[src/rtl/timing_pkg.sv]
// Shared encodings for the 6502 cycle-timing sequencer.
// One-hot T-state layout and the one-hot to index conversion.
package timing_pkg;

    localparam int TW = 7;

    localparam logic [2:0] T0_IDX = 3'd0;
    localparam logic [2:0] T1_IDX = 3'd1;
    localparam logic [2:0] T2_IDX = 3'd2;
    localparam logic [2:0] T3_IDX = 3'd3;
    localparam logic [2:0] T4_IDX = 3'd4;
    localparam logic [2:0] T5_IDX = 3'd5;
    localparam logic [2:0] T6_IDX = 3'd6;

    typedef logic [TW-1:0] tstate_t;
    typedef logic [2:0]    tcnt_t;

    localparam tstate_t T0_OH = tstate_t'(1) << T0_IDX;
    localparam tstate_t T1_OH = tstate_t'(1) << T1_IDX;

    function automatic tcnt_t tcnt_of(input tstate_t t);
        tcnt_t idx;
        idx = '0;
        for (int i = 0; i < TW; i++) begin
            if (t[i]) idx = idx | tcnt_t'(i);
        end
        return idx;
    endfunction

endpackage

[src/rtl/timing_gen_if.sv]
// Bundle between the timing sequencer and the decoder/random logic.
// master is the sequencer side, slave is the random-logic side.
interface timing_gen_if;
    import timing_pkg::*;

    logic  RDY;
    logic  WR;
    logic  LAST;
    logic  SKIP0;
    logic  NMI_P;
    logic  IRQ_P;

    logic  T0;
    logic  T1;
    logic  T2;
    logic  T3;
    logic  T4;
    logic  T5;
    logic  T6;
    tcnt_t TCNT;
    logic  SYNC;
    logic  STALL;
    logic  RESP;
    logic  INTF;
    logic  TERR;

    modport master (
        input  RDY, WR, LAST, SKIP0, NMI_P, IRQ_P,
        output T0, T1, T2, T3, T4, T5, T6,
        output TCNT, SYNC, STALL, RESP, INTF, TERR
    );

    modport slave (
        output RDY, WR, LAST, SKIP0, NMI_P, IRQ_P,
        input  T0, T1, T2, T3, T4, T5, T6,
        input  TCNT, SYNC, STALL, RESP, INTF, TERR
    );

endinterface

[src/rtl/timing_gen.sv]
// One-hot T-state sequencer for the 6502 core: steps T0..T6,
// applies RDY stalls, LAST/SKIP0 termination and fetch flags.
module timing_gen
    import timing_pkg::*;
(
    input  logic         PHI0,
    input  logic         _RES,
    timing_gen_if.master bus
);

    tstate_t t_q;
    tstate_t t_d;
    tcnt_t   tcnt_q;
    logic    resp_q;
    logic    resp_d;
    logic    intf_q;
    logic    intf_d;
    logic    terr_q;
    logic    terr_d;
    logic    stall;
    logic    boundary;

    assign stall = ~bus.RDY & ~bus.WR;

    // T0 always ends the instruction; SKIP0 ends it early from any other state.
    assign boundary = t_q[T0_IDX] | bus.SKIP0;

    always_comb begin
        t_d    = t_q;
        resp_d = resp_q;
        intf_d = intf_q;
        terr_d = terr_q;
        if (!stall) begin
            if (boundary) begin
                t_d    = T1_OH;
                resp_d = 1'b0;
                intf_d = bus.NMI_P | bus.IRQ_P;
            end else if (bus.LAST) begin
                t_d = T0_OH;
            end else if (t_q[T6_IDX]) begin
                t_d    = T0_OH;
                terr_d = 1'b1;
            end else begin
                t_d = {t_q[TW-2:0], 1'b0};
            end
        end
    end

    always_ff @(posedge PHI0) begin
        if (!_RES) begin
            t_q    <= T1_OH;
            tcnt_q <= T1_IDX;
            resp_q <= 1'b1;
            intf_q <= 1'b0;
            terr_q <= 1'b0;
        end else begin
            t_q    <= t_d;
            tcnt_q <= tcnt_of(t_d);
            resp_q <= resp_d;
            intf_q <= intf_d;
            terr_q <= terr_d;
        end
    end

    assign bus.T0    = t_q[T0_IDX];
    assign bus.T1    = t_q[T1_IDX];
    assign bus.T2    = t_q[T2_IDX];
    assign bus.T3    = t_q[T3_IDX];
    assign bus.T4    = t_q[T4_IDX];
    assign bus.T5    = t_q[T5_IDX];
    assign bus.T6    = t_q[T6_IDX];
    assign bus.TCNT  = tcnt_q;
    assign bus.SYNC  = t_q[T1_IDX];
    assign bus.STALL = stall;
    assign bus.RESP  = resp_q;
    assign bus.INTF  = intf_q;
    assign bus.TERR  = terr_q;

endmodule

[src/flat_wrapper.sv]
// flat-port wrapper written by rule: the top's interface ports become plain ports
module timing_gen_flat import timing_pkg::*;
  (PHI0, _RES, bus_RDY, bus_WR, bus_LAST, bus_SKIP0, bus_NMI_P, bus_IRQ_P, bus_T0, bus_T1, bus_T2, bus_T3, bus_T4, bus_T5, bus_T6, bus_TCNT, bus_SYNC, bus_STALL, bus_RESP, bus_INTF, bus_TERR);
  timing_gen_if bus_i ();
  input  logic PHI0;
  input  logic _RES;
  input wire logic [$bits(bus_i.RDY)-1:0] bus_RDY;
  input wire logic [$bits(bus_i.WR)-1:0] bus_WR;
  input wire logic [$bits(bus_i.LAST)-1:0] bus_LAST;
  input wire logic [$bits(bus_i.SKIP0)-1:0] bus_SKIP0;
  input wire logic [$bits(bus_i.NMI_P)-1:0] bus_NMI_P;
  input wire logic [$bits(bus_i.IRQ_P)-1:0] bus_IRQ_P;
  output wire logic [$bits(bus_i.T0)-1:0] bus_T0;
  output wire logic [$bits(bus_i.T1)-1:0] bus_T1;
  output wire logic [$bits(bus_i.T2)-1:0] bus_T2;
  output wire logic [$bits(bus_i.T3)-1:0] bus_T3;
  output wire logic [$bits(bus_i.T4)-1:0] bus_T4;
  output wire logic [$bits(bus_i.T5)-1:0] bus_T5;
  output wire logic [$bits(bus_i.T6)-1:0] bus_T6;
  output wire logic [$bits(bus_i.TCNT)-1:0] bus_TCNT;
  output wire logic [$bits(bus_i.SYNC)-1:0] bus_SYNC;
  output wire logic [$bits(bus_i.STALL)-1:0] bus_STALL;
  output wire logic [$bits(bus_i.RESP)-1:0] bus_RESP;
  output wire logic [$bits(bus_i.INTF)-1:0] bus_INTF;
  output wire logic [$bits(bus_i.TERR)-1:0] bus_TERR;
  assign bus_i.RDY = bus_RDY;
  assign bus_i.WR = bus_WR;
  assign bus_i.LAST = bus_LAST;
  assign bus_i.SKIP0 = bus_SKIP0;
  assign bus_i.NMI_P = bus_NMI_P;
  assign bus_i.IRQ_P = bus_IRQ_P;
  assign bus_T0 = bus_i.T0;
  assign bus_T1 = bus_i.T1;
  assign bus_T2 = bus_i.T2;
  assign bus_T3 = bus_i.T3;
  assign bus_T4 = bus_i.T4;
  assign bus_T5 = bus_i.T5;
  assign bus_T6 = bus_i.T6;
  assign bus_TCNT = bus_i.TCNT;
  assign bus_SYNC = bus_i.SYNC;
  assign bus_STALL = bus_i.STALL;
  assign bus_RESP = bus_i.RESP;
  assign bus_INTF = bus_i.INTF;
  assign bus_TERR = bus_i.TERR;
  timing_gen u_core (.PHI0(PHI0), ._RES(_RES), .bus(bus_i));
endmodule
[config.mk]
export PLATFORM = sky130hd
export DESIGN_NAME = timing_gen_flat
export DESIGN_NICKNAME = d
export VERILOG_FILES = /design/src/rtl/timing_pkg.sv /design/src/rtl/timing_gen_if.sv /design/src/rtl/timing_gen.sv /design/src/flat_wrapper.sv
export SDC_FILE = /design/constraint.sdc
export NUM_CORES = 1
export LEC_CHECK = 0
export ABC_AREA = 1
export ABC_CLOCK_PERIOD_IN_PS = 1100
export CAP_MARGIN = 20
export CORE_MARGIN = 3
export CORE_UTILIZATION = 39
export CTS_CLUSTER_SIZE = 40
export DETAILED_ROUTE_END_ITERATION = 10
export PLACE_DENSITY = 0.83
export SYNTH_ARGS = -nofsm -noshare
export SYNTH_HDL_FRONTEND = slang
export SYNTH_SLANG_ARGS = --single-unit
[constraint.sdc]
create_clock -name PHI0 -period 1.1 [get_ports PHI0]
set_clock_uncertainty 0.05 [all_clocks]
set_input_delay 0.33 -clock PHI0 [delete_from_list [all_inputs] [get_ports PHI0]]
set_output_delay 0.33 -clock PHI0 [all_outputs]
set_load 0.005 [all_outputs]
==> run summary <==
status: finished with violations
violated checks: setup timing
synthesized flop and latch total: 13
layout cells sized above 1: 48.33%
core area: 1216 um^2
fmax: 895.0 MHz
antenna viol nets, final: 0
Max Cap Viol: 0
DRC: 0
register area: 274.0 um^2
Max FO, Critical Path: 6
Pwr Density: 1057 nW/um^2
Total Wirelength: 1524 um
Seq/Total Area, Yosys: 47.38%
Cells after Synth: 81
vias post-DR: 628
clk slew on worst S/H paths: 0.07 ns
syn nets: 89
port buffer count: 22
global-route wire length before repair: 2463 um
GRT Overall Usage: 17.74%
H-tree Lvls: 1
FF-to-FF Start: u_core.t_q[0]
critical path capture point type: register
Peak VDD IR: 1060 uV
wire length per cell: 11.37 um
1st-pass router iterations: 5
Syn Area/Cell: 6.781 um^2
Initial Utilization: 45.16%
setup violators final: 2
Antenna Cells: 0
FF-to-FF path depth: 8
Leak: 0.5089 nW
Die X: 43.53 um
clk sinks: 13
Area Growth Syn to Fin: 64.69%
fin crit share: 101.6%
largest area contributor in the netlist: dfxtp_1
TritonCTS clock tree: built
Worst Path Arrival: 1.28 ns
clock root buffer master: clkbuf_4
critical path launch point: u_core.t_q[0]
final core occ: 74.38%
Slew @ Worst Pin: 0.2151 ns
# rows: 12
Critical R2R Capture: u_core.bus.TCNT[1]
Hold Crit Class: reg2reg
synthesized area: 549.3 um^2
Synth warnings: 0
Post-Place Worst Slack: -0.7150 ns
Initial DRC Count: 13
clk_lat worst skew: 0.27 ns
Yosys top cell area share: 47.38%
worst path required time: 1.26 ns
hold path startpoint: u_core.bus.RESP
largest net degree at the start of global routing: 9
Worst Hold Depth: 2
critical path launch point type: register
die span in y: 43.53 um
Distinct cells, synth: 10
layout net count: 129
I/O pins: 23
RD Place Congestion: 0.8630
vias per inst: 4.687
hold endpoint: u_core.bus.RESP
synth top area cells: dfxtp_1, nand2_1, inv_1
Slew Viols, Final: 0
die area: 1895 um^2
crit path kind: reg2reg
dpl hpwl: 1083 um
slew margin rel.: 85.66%
Final Hold Viols: 0
cts bufs inserted: 3
Final min period: 1.117 ns
Multi-input gate area: 249.0 um^2
initial antenna violation count: 0
unrepaired setup endpoints after global routing: yes
R2R Setup Slk: -0.02 ns
Fillers: 104
CTS max path bufs: 2
Final WS setup: -0.01738 ns
vias in the first global route: 594
GR Overflow Total: 0
[critical path: stages (launching register included)]
cell     delay [ns]
dfxtp_2        0.33
buf_6          0.12
inv_4          0.05
nand2_4        0.06
nor2_4         0.14
nand2_1        0.09
nand2_1        0.09
nand2_2        0.07
nand3_2        0.06
[state kept, by name, indices dropped and copies added (netlist names)]
signal / flops
u_core.bus.RESP: 1
u_core.t_q: 7
u_core.bus.TERR: 1
u_core.bus.TCNT: 3
u_core.bus.INTF: 1
[per-layer routing]
layer	wire, um	track usage, %	vias up
met3	138	3.734	8
met2	751	30.09	27
met5	0	0	-
li1	-	-	317
met1	585	19.40	276
met4	48	12.65	0
[area by class of cell]
cell class	count	area share (%)
Tap cell	14	1.936
Multi-Input combinational cell	51	27.52
Inverter	16	7.192
Timing Repair Buffer	36	30.15
Sequential cell	13	30.29
Clock buffer	4	2.905
[report_power, final]
part	internal, mW	switching (mW)
clock network	0.141	0.147
registers	0.490	0.0103
logic	0.0910	0.0769
[per-stage QoR]
step | total power, mW | cells | hold slack, ns | area, um^2 | setup TNS [ns]
global placement | 0.6633 | 128 | 0.3799 | 869.6 | -7.664
finish | 0.9564 | 134 | 0.4031 | 904.6 | -0.03354
CTS | 0.9461 | 133 | 0.3891 | 864.6 | -0.09710
floorplan | 0.5615 | 81 | 0.3488 | 549.3 | 0
global route | 1.008 | 134 | 0.4248 | 904.6 | -0.7589
detailed placement | 0.6676 | 128 | 0.3816 | 869.6 | -8.173
[cell families (layout without fill, tap and decap cells)]
family	after synthesis	after routing	synth area share, %
AO/OA/AOI/OAI	5	5	4.555
AND/OR/NAND/NOR	46	46	35.76
flip-flops	13	13	47.38
buffers and inverters	17	56	12.30
[synth_stat cells, drive strengths merged]
cell type / number
nand2: 31
nand3: 5
a21oi: 3
buf: 1
nor2: 8
o21ai: 2
nor3: 2
inv: 16
dfxtp: 13
[worst max path at each step]
stage / end / slack [ns]
global placement: bus_STALL / -0.69
detailed placement: bus_STALL / -0.72
finish: u_core.bus.TCNT[1] / -0.02
CTS: u_core.bus.TCNT[1] / -0.03
floorplan: u_core.bus.TCNT[1] / 0.09
global route: u_core.bus.TCNT[2] / -0.1
[layout by cell type, fill, tap and decap left out]
master and instances:
inv_1 13, dfxtp_1 2, nand2_2 5, inv_4 2, nor2_4 2, o21ai_1 1, buf_6 6, nand2_1 25
clkdlybuf4s50_1 3, nand3_2 1, buf_2 12, inv_2 1, dfxtp_2 11, clkbuf_1 1, a21oi_1 3, nor3_1 2
nor2_2 1, o21ai_0 1, nor2_1 5, dlygate4sd2_1 2, nand2_4 1, nand3_1 4, buf_4 13, clkbuf_4 3
[repair_timing]
item	in CTS	in global routing
resized for setup	89	13
buffers inserted	2	1
hold buffers	0	0
pin swaps	8	4
setup endpoints to repair	28	26
endpoints found under the hold margin	0	0
Note: power is estimated with default switching activity, not from simulation.
